===== src/rtl/bus_trace_pkg.sv =====
// bus_trace_pkg: shared definitions for the bus trace FIFO.
//   - kind encodings (KIND_RD, KIND_WR, KIND_COL)
//   - entry field widths and the packed entry typedef
//   - event_kind(): maps the wr/rd access pulses to a kind code
// Optional feature macro: BUS_TRACE_TIMESTAMP_EN adds a 16-bit timestamp
// field to each entry.
package bus_trace_pkg;

    localparam int KIND_W = 2;
    localparam int ADDR_W = 14;   // word address, bits [15:2]
    localparam int DATA_W = 32;
    localparam int TS_W   = 16;

    localparam logic [KIND_W-1:0] KIND_RD  = 2'b01;
    localparam logic [KIND_W-1:0] KIND_WR  = 2'b10;
    localparam logic [KIND_W-1:0] KIND_COL = 2'b11;

    typedef struct packed {
        logic [KIND_W-1:0] kind;
        logic [ADDR_W-1:0] addr;
        logic [DATA_W-1:0] data;
`ifdef BUS_TRACE_TIMESTAMP_EN
        logic [TS_W-1:0]   ts;
`endif
    } trace_entry_t;

    localparam int ENTRY_W = $bits(trace_entry_t);

    // A cycle with both pulses is stored once, as a collision.
    function automatic logic [KIND_W-1:0] event_kind(input logic wr, input logic rd);
        logic [KIND_W-1:0] k;
        k = 2'b00;
        if (wr && rd)  k = KIND_COL;
        else if (wr)   k = KIND_WR;
        else if (rd)   k = KIND_RD;
        return k;
    endfunction

endpackage


===== src/rtl/trace_fifo_mem.sv =====
// trace_fifo_mem: DEPTH x W storage, one synchronous write port and one
// asynchronous read port. Contents are not reset.
// Ports:
//   clk   - write clock
//   we    - write enable
//   waddr - write address
//   wdata - write data
//   raddr - read address
//   rdata - combinational read data at raddr
module trace_fifo_mem #(
    parameter int DEPTH = 16,
    parameter int W     = 64
) (
    input  logic                     clk,
    input  logic                     we,
    input  logic [$clog2(DEPTH)-1:0] waddr,
    input  logic [W-1:0]             wdata,
    input  logic [$clog2(DEPTH)-1:0] raddr,
    output logic [W-1:0]             rdata
);

    logic [W-1:0] mem [DEPTH];

    always_ff @(posedge clk) begin
        if (we) mem[waddr] <= wdata;
    end

    assign rdata = mem[raddr];

endmodule


===== src/rtl/bus_trace_fifo.sv =====
// bus_trace_fifo: captures filtered bus accesses into a first-word-fall-through
// trace FIFO with overflow tracking.
// Ports:
//   ACLK, ARESETN             - clock, asynchronous active-low reset
//   wr_en, rd_en              - single-cycle access pulses from the bus tap
//   addr_in, data_in          - access word address and data
//   cap_en                    - capture enable
//   clear                     - synchronous flush (FIFO, flags, timestamp)
//   filt_en/filt_addr/filt_mask - address filter: match when masked bits equal
//   pop                       - consume the head entry
//   out_valid                 - FIFO non-empty; qualifies out_kind/addr/data/ts
//   out_kind/out_addr/out_data/out_ts - head entry fields
//   level                     - entry count 0..DEPTH
//   overflow, drop_cnt        - sticky drop flag and saturating drop count
// Optional feature macro: BUS_TRACE_TIMESTAMP_EN (free-running 16-bit
// timestamp stored per entry; out_ts is 0 when undefined).
//
// Consumer handshake: out_valid is the valid, pop is the ready. The head
// advances at an edge where pop=1 and out_valid=1; pop with out_valid=0 is
// ignored, and the head fields never change while out_valid=1 without pop.
module bus_trace_fifo
    import bus_trace_pkg::*;
#(
    parameter int DEPTH  = 16,
    parameter int DROP_W = 16
) (
    input  logic                   ACLK,
    input  logic                   ARESETN,
    input  logic                   wr_en,
    input  logic                   rd_en,
    input  logic [15:2]            addr_in,
    input  logic [31:0]            data_in,
    input  logic                   cap_en,
    input  logic                   clear,
    input  logic                   filt_en,
    input  logic [15:2]            filt_addr,
    input  logic [15:2]            filt_mask,
    input  logic                   pop,
    output logic                   out_valid,
    output logic [1:0]             out_kind,
    output logic [15:2]            out_addr,
    output logic [31:0]            out_data,
    output logic [15:0]            out_ts,
    output logic [$clog2(DEPTH):0] level,
    output logic                   overflow,
    output logic [DROP_W-1:0]      drop_cnt
);

    localparam int AW = $clog2(DEPTH);
    localparam int LW = AW + 1;
    localparam logic [LW-1:0] FULL_LEVEL = LW'(DEPTH);

    logic [AW-1:0]     wr_ptr;
    logic [AW-1:0]     rd_ptr;
    logic [LW-1:0]     level_q;
    logic              overflow_q;
    logic [DROP_W-1:0] drop_q;

    logic              addr_match;
    logic              trace_event;
    logic              is_full;
    logic              do_pop;
    logic              do_push;
    logic              do_drop;

    trace_entry_t      wr_entry;
    trace_entry_t      rd_entry;
    trace_entry_t      hold_entry;
    trace_entry_t      head;
    logic [ENTRY_W-1:0] rd_word;

`ifdef BUS_TRACE_TIMESTAMP_EN
    logic [TS_W-1:0]   ts_cnt;
`endif

    assign addr_match  = !filt_en || (((addr_in ^ filt_addr) & filt_mask) == '0);
    assign trace_event = (wr_en || rd_en) && cap_en && addr_match;
    assign is_full     = (level_q == FULL_LEVEL);
    assign do_pop      = pop && (level_q != '0);
    // A pop in the same cycle frees the slot a full FIFO needs.
    assign do_push     = trace_event && (!is_full || do_pop);
    assign do_drop     = trace_event && is_full && !do_pop;

    always_comb begin
        wr_entry      = '0;
        wr_entry.kind = event_kind(wr_en, rd_en);
        wr_entry.addr = addr_in;
        wr_entry.data = data_in;
`ifdef BUS_TRACE_TIMESTAMP_EN
        wr_entry.ts   = ts_cnt;
`endif
    end

    trace_fifo_mem #(
        .DEPTH (DEPTH),
        .W     (ENTRY_W)
    ) u_mem (
        .clk   (ACLK),
        .we    (do_push && !clear),
        .waddr (wr_ptr),
        .wdata (wr_entry),
        .raddr (rd_ptr),
        .rdata (rd_word)
    );

    assign rd_entry = rd_word;

    // Pointers, level and drop tracking; clear overrides any push or pop.
    always_ff @(posedge ACLK or negedge ARESETN) begin
        if (!ARESETN) begin
            wr_ptr     <= '0;
            rd_ptr     <= '0;
            level_q    <= '0;
            overflow_q <= 1'b0;
            drop_q     <= '0;
        end else if (clear) begin
            wr_ptr     <= '0;
            rd_ptr     <= '0;
            level_q    <= '0;
            overflow_q <= 1'b0;
            drop_q     <= '0;
        end else begin
            if (do_push) wr_ptr <= wr_ptr + AW'(1);
            if (do_pop)  rd_ptr <= rd_ptr + AW'(1);
            case ({do_push, do_pop})
                2'b10:   level_q <= level_q + LW'(1);
                2'b01:   level_q <= level_q - LW'(1);
                default: level_q <= level_q;
            endcase
            if (do_drop) begin
                overflow_q <= 1'b1;
                if (drop_q != '1) drop_q <= drop_q + DROP_W'(1);
            end
        end
    end

    // The read slot goes stale once the FIFO drains, so the last presented
    // head is kept here to hold the output fields while out_valid=0.
    always_ff @(posedge ACLK or negedge ARESETN) begin
        if (!ARESETN)       hold_entry <= '0;
        else if (out_valid) hold_entry <= rd_entry;
    end

`ifdef BUS_TRACE_TIMESTAMP_EN
    always_ff @(posedge ACLK or negedge ARESETN) begin
        if (!ARESETN)   ts_cnt <= '0;
        else if (clear) ts_cnt <= '0;
        else            ts_cnt <= ts_cnt + TS_W'(1);
    end
`endif

    assign out_valid = (level_q != '0);
    assign head      = out_valid ? rd_entry : hold_entry;
    assign out_kind  = head.kind;
    assign out_addr  = head.addr;
    assign out_data  = head.data;
`ifdef BUS_TRACE_TIMESTAMP_EN
    assign out_ts    = head.ts;
`else
    assign out_ts    = '0;
`endif
    assign level     = level_q;
    assign overflow  = overflow_q;
    assign drop_cnt  = drop_q;

endmodule


===== config.mk =====
export PLATFORM = sky130hd
export DESIGN_NAME = bus_trace_fifo
export DESIGN_NICKNAME = d
export VERILOG_FILES = /design/src/rtl/bus_trace_pkg.sv /design/src/rtl/trace_fifo_mem.sv /design/src/rtl/bus_trace_fifo.sv
export SDC_FILE = /design/constraint.sdc
export NUM_CORES = 1
export LEC_CHECK = 0
export CORE_MARGIN = 2
export CORE_UTILIZATION = 54
export CTS_CLUSTER_DIAMETER = 150
export DETAILED_ROUTE_END_ITERATION = 8
export GPL_ROUTABILITY_DRIVEN = 0
export PLACE_DENSITY = 0.82
export SLEW_MARGIN = 10
export SYNTH_ARGS = -nofsm -noshare
export SYNTH_HDL_FRONTEND = slang
export SYNTH_SLANG_ARGS = --single-unit

===== constraint.sdc =====
create_clock -name ACLK -period 2.75 [get_ports ACLK]
set_input_delay 0.4125 -clock ACLK [delete_from_list [all_inputs] [get_ports ACLK]]
set_output_delay 0.4125 -clock ACLK [all_outputs]
set_load 0.1 [all_outputs]

* Word-level counts from Yosys, hierarchy flattened *
Memories as Yosys holds them, arrays and structs flattened.
Cells that the tools add are included.

storage, ports and cells
  bits in latches = 0
  bits in registers = 78
  memory bits (writable) = 768
  memories = 1
  memory bits (read-only) = 0
  word-level logic and storage cells = 60

memory list
  name       words  width  rd ports  clocked after memory_dff  wr ports  line                  source
  u_mem.mem  16     48     1         0                         1         trace_fifo_mem.sv:22  logic [W-1:0] mem [DEPTH];

operators by class
  bitwise logic cells = 2
  mux-type cells = 17
  multipliers = 0
  magnitude comparators = 0
  reductions and logical operators = 23
  divide/modulo/power cells = 0
  add/sub/neg operators = 5
  equal/unequal tests = 4
  shifts and indexed selects = 0

operator list
  kind                                                 count
  2-to-1 mux 16 bit                                    3
  2-to-1 mux 48 bit                                    1
  adder 16 x 1 -> 16 bit, second input constant        1
  2-to-1 mux 4 bit                                     4
  inequality test 16 bit, second input constant        1
  bitwise AND 14 bit                                   1
  logical NOT 14 bit                                   1
  bitwise XOR 14 bit                                   1
  one-hot mux 5 bit (2 select lines)                   1
  adder 4 x 1 -> 4 bit, second input constant          2
  logical AND 1 bit                                    8
  nonzero test 2 bit                                   4
  adder 5 x 1 -> 5 bit, second input constant          1
  equality test 5 bit, second input constant           1
  2-to-1 mux 1 bit                                     5
  2-to-1 mux 5 bit                                     1
  nonzero test 5 bit                                   1
  subtractor 5 x 1 -> 5 bit, second input constant     1
  logical NOT 1 bit                                    4
  2-to-1 mux 2 bit                                     2
  logical OR 1 bit                                     3
  nonzero test 3 bit                                   1
  equality test 2 x 1 -> 1 bit, second input constant  1
  equality test 2 bit, second input constant           1
  AND reduction 2 bit                                  1

* Logic depth before layout (Yosys ltp) *
  word-level depth = 9
  mapped depth = 13
  depth with buffers taken out = 13

* By module *
Synthesis repeated with hierarchy kept, for this count alone.

unflattened totals
  cells, all modules = 1540
  area, all modules = 32745.2 um^2

by module, submodules not included
  module          times used  area each (um^2)  cells each
  trace_fifo_mem  1           28733.8           1194
  bus_trace_fifo  1           4011.3            346

* Worst setup path after synthesis *
OpenSTA, ideal clock, no wires.

  kind = register to output
  from = register level_q[0], in the netlist level[0]
  to = output port out_addr[10] in the netlist's numbering
  data required time = 2338 ps
  buffers on the path = 3
  stages on the path, launching flop included = 7
  arrival time = 3562 ps
  setup slack = -1224 ps
  cells stage by stage = dfrtp_1 > nor4_2 > nand2b_1 > clkbuf_1 > buf_1 > buf_1 > mux2_2

between the ends
  word-level cells in the longest chain between the ends = 2

RTL lines
  what                    line                   source
  start, declared         bus_trace_fifo.sv:55   logic [LW-1:0] level_q;
  start signal, assigned  bus_trace_fifo.sv:126  2'b10: level_q <= level_q + LW'(1);
  start signal, assigned  bus_trace_fifo.sv:127  2'b01: level_q <= level_q - LW'(1);
  start signal, assigned  bus_trace_fifo.sv:128  default: level_q <= level_q;
  nonzero test 5 bit      bus_trace_fifo.sv:152  assign out_valid = (level_q != '0);
  net out_valid           bus_trace_fifo.sv:39   output logic out_valid,
  2-to-1 mux 48 bit       n/a
  end, declared           bus_trace_fifo.sv:41   output logic [15:2] out_addr,

The timed path passes the listed nets, and every way through them passes these cells.

* Worst setup path after layout *
  from = register rd_ptr[0]
  to = output port out_data[4]

between the ends
  word-level cells in the longest chain between the ends = 2

RTL lines
  what                       line                   source
  start, declared            bus_trace_fifo.sv:54   logic [AW-1:0] rd_ptr;
  start signal, assigned     bus_trace_fifo.sv:124  if (do_pop) rd_ptr <= rd_ptr + AW'(1);
  memory read (16 x 48 bit)  n/a
  2-to-1 mux 48 bit          n/a
  end, declared              bus_trace_fifo.sv:42   output logic [31:0] out_data,

Every way passes these cells.

==> results.ini <==
[worst_setup_path]
end_kind = output pin
path_max_fanout = 11
cp_slowest_cell = mux4_2
slowest_delay_ns = 0.54
start_kind = flop
crit_family = multiplexers
crit_type = flop to output pin
cp.buffers_inverters = 3
path_cells = buf_12 > buf_16 > mux4_2 > mux4_2 > mux2_4 > buf_12
required_ns = 2.34
arrival_ns = 3.07

[die]
core-area_sq_um = 60200
dieWidth_um = 251
die_y_um = 251
initial_core_util_pct = 54.6
fp-row-count = 90
io-pin-count = 169
die_area_sq_um = 62900

[clock_tree]
clkSlewWorstSetupHoldPaths_ns = 0.06
clk_latency_ns = 0.64
cts.sink_count = 846
cts_made_buffers = 83
cts_buffer_depth = 3
root_buffer = clkbuf_16
cts_tree = done
htreeDepth = 3

[detailed_routing]
highest_layer = met5
drt_wl_total_um = 83700
drtIter0Drc = 1941
met1Wirelength_um = 29900
vias_per_cell = 6.47
wl_met2_um = 44400
route.met3.wl_um = 7050
ant_nets = 0
via_count = 16772
route.detailed.drc = 0
dr.pass1.iters = 5
routedWlPerCell_um = 32.3

[sta]
hold_viol = 0
setup_viol = 48
finClkSkew_ns = 0.0311
max_freq_ghz = 0.287
slew_violations = 0
fin_crit_sh_pct = 127
maxSlewHeadroom_pct = 45.0
min_period_ns = 3.49
worst_slack_ns = -0.737
grt_setup_unrepaired = true
worstMarginPinSlew_ns = 0.826

[yosys]
async_flop_share_pct = 9.22
synth_cell_types = 44
ys_seq_area_share_pct = 76.1
synth_area_leaders = edfxtp_1 (70%), mux4_2 (16%), dfrtp_1 (5.9%)
syn_area_sq_um = 32900
synthFlopType = edfxtp_1
yosys.area.top_type = edfxtp_1
yosysWarnings = 0
avgSynthCellArea_sq_um = 23.0
synth_top_area_share_pct = 70.1
syn_inst = 1429
synth-seq-cells = 846
synth_enable_flop_cells = 768

[global_route]
grt_remaining_overflow = 0
track_usage_pct = 27.1
grt_pass1_wl_um = 122000
grt_pass1_vias = 17782
grt_start_max_net_pins = 51
antenna_found_initial = 3

[hold_path]
hp-class = input pin to flop

[placed_design]
placed_cell_area_sq_um = 37300
pre_cts_ws_ns = -0.710
port_buffers = 152
dp_hpwl_um = 44800

[power_and_ir_drop]
p_leak_uw = 0.0134
p_sw_uw = 16900
pwr-share-comb_pct = 43.0
p_sw_share_pct = 36.4
p_total_uw = 46400
p_seq_share_pct = 31.9
cellInternalPower_uw = 29500
max-vdd-ir-drop_uv = 1420
power_frac_clock_pct = 25.1
p_per_area_nw_per_um2 = 1140

[run_status]
violations = setup timing
outcome = finished, violations left

[final_layout]
fin_nets = 1831
drive_gt1_share_pct = 37.6
design_area_sq_um = 40500
syn2layout_area_growth_pct = 23.3

[run]
drv_cap = 0

## routing by layer
layer  vias up  track usage [%]
met1      8902             34.5
met3       183             5.67
met5         -                0
met4         2             8.90
li1       6627                -
met2      1058             47.0
## path summary, 6_finish.rpt
check                           start                 to  slack [ns]  cells past startpoint
max in group asynchronous     ARESETN     hold_entry[12]        1.68                      3
min                        addr_in[4]  u_mem.mem[10][34]        0.16                      2
max reg2reg                  level[1]           level[4]        0.11                     12
min reg2reg                  overflow           overflow        0.51                      2
max                         rd_ptr[0]        out_data[4]       -0.74                      6
min in group asynchronous     ARESETN       drop_cnt[13]        0.28                      2
## worst reg2reg max path, delay by kind of cell, from the launching register on
kind	cells	cell delay (ns)
buffers and inverters	1	0.17
AO/OA/AOI/OAI	1	0.14
adder cells (fa/ha/maj)	1	0.30
AND/OR/NAND/NOR	7	0.90
multiplexers	2	0.49
flip-flops	1	0.51
## final cells by class
| class | count | area [sq um] |
|---|---|---|
| fill | 3494 | 19700 |
| timing repair buffer | 303 | 4130 |
| clock inverter | 48 | 568 |
| clock buffer | 105 | 2210 |
| inverter | 6 | 22.5 |
| tap | 782 | 978 |
| sequential | 846 | 25000 |
| multi-input combinational | 499 | 7590 |
| antenna | 2 | 5.00 |
## what timing repair did
action / CTS / global route
gates cloned: 1 / 4
hold endpoints to repair: 31 / 0
pin swaps: 4 / 12
setup endpoints to repair: 50 / 597
resized for setup: 49 / 26
hold buffers: 1 / 0
setup buffers: 8 / 2
## synthesized netlist by cell type (2+ instances only)
cell / count
a21oi_1: 17
a22oi_1: 6
and2_1: 2
and3_1: 23
and4_1: 2
buf_1: 8
buf_2: 3
buf_4: 18
buf_6: 17
clkbuf_1: 46
dfrtp_1: 78
edfxtp_1: 768
ha_1: 9
inv_1: 6
mux2_2: 58
mux2i_1: 3
mux4_2: 240
nand2_1: 11
nand2b_1: 5
nand3_1: 6
nand4_1: 8
nor2_1: 22
nor2b_1: 10
nor3_1: 6
o21ai_0: 4
o31ai_1: 10
or4_1: 10
xor2_1: 17
## power groups by stage
stage	Sequential [uW]	Combinational [uW]	Clock (uW)
detailed placement	15000	18800	0
global route	14800	20500	12200
floorplan	15200	12100	0
global placement	15000	18500	0
finish	14800	19900	11600
CTS	14800	19800	11800
## layout by cell type, fill, tap and decap left out, types with 9 or more instances in the layout
master / n
clkinv_1: 15
dlymetal6s2s_1: 11
buf_6: 11
clkinv_2: 11
o31ai_1: 10
clkdlybuf4s50_1: 66
nor2_1: 22
mux4_2: 240
nor2b_1: 9
or4_1: 10
mux2_4: 32
dfrtp_1: 69
clkbuf_16: 87
ha_1: 9
bufinv_16: 10
clkbuf_1: 17
buf_12: 116
edfxtp_1: 768
a21oi_1: 16
nand2_1: 11
xor2_1: 14
mux2_2: 26
conb_1: 16
buf_4: 87
## flip-flops by register name, summed over array words and instances (netlist names)
| signal | flops |
|---|---|
| u_mem.mem | 768 |
| rd_ptr | 4 |
| overflow | 1 |
| drop_cnt | 16 |
| hold_entry | 48 |
| level | 5 |
| wr_ptr | 4 |
## through the flow
stage	std cells	hold WS (ns)	setup TNS [ns]	util, %
after floorplan	1444	0.117	-11.31	-
after global placement	2423	0.407	-357.00	61.9
after detailed placement	2423	0.416	-398.94	61.9
after CTS	2586	0.289	-34.61	67.0
after global routing	2590	0.167	-35.54	67.3
final	2591	0.156	-32.75	67.3
## cell families after synthesis
kind of cell,Yosys count,share of synthesized area (%)
muxes,301,18.5
adders and majority gates,10,0.403
other,1,0.0114
AOI/OAI and AO/OA,43,0.856
and+or+nand+nor,111,1.91
DFF,846,76.1
xor gates and xnor gates,18,0.480
buffers and inverters,99,1.74
Note: power is estimated with default switching activity, not from simulation.
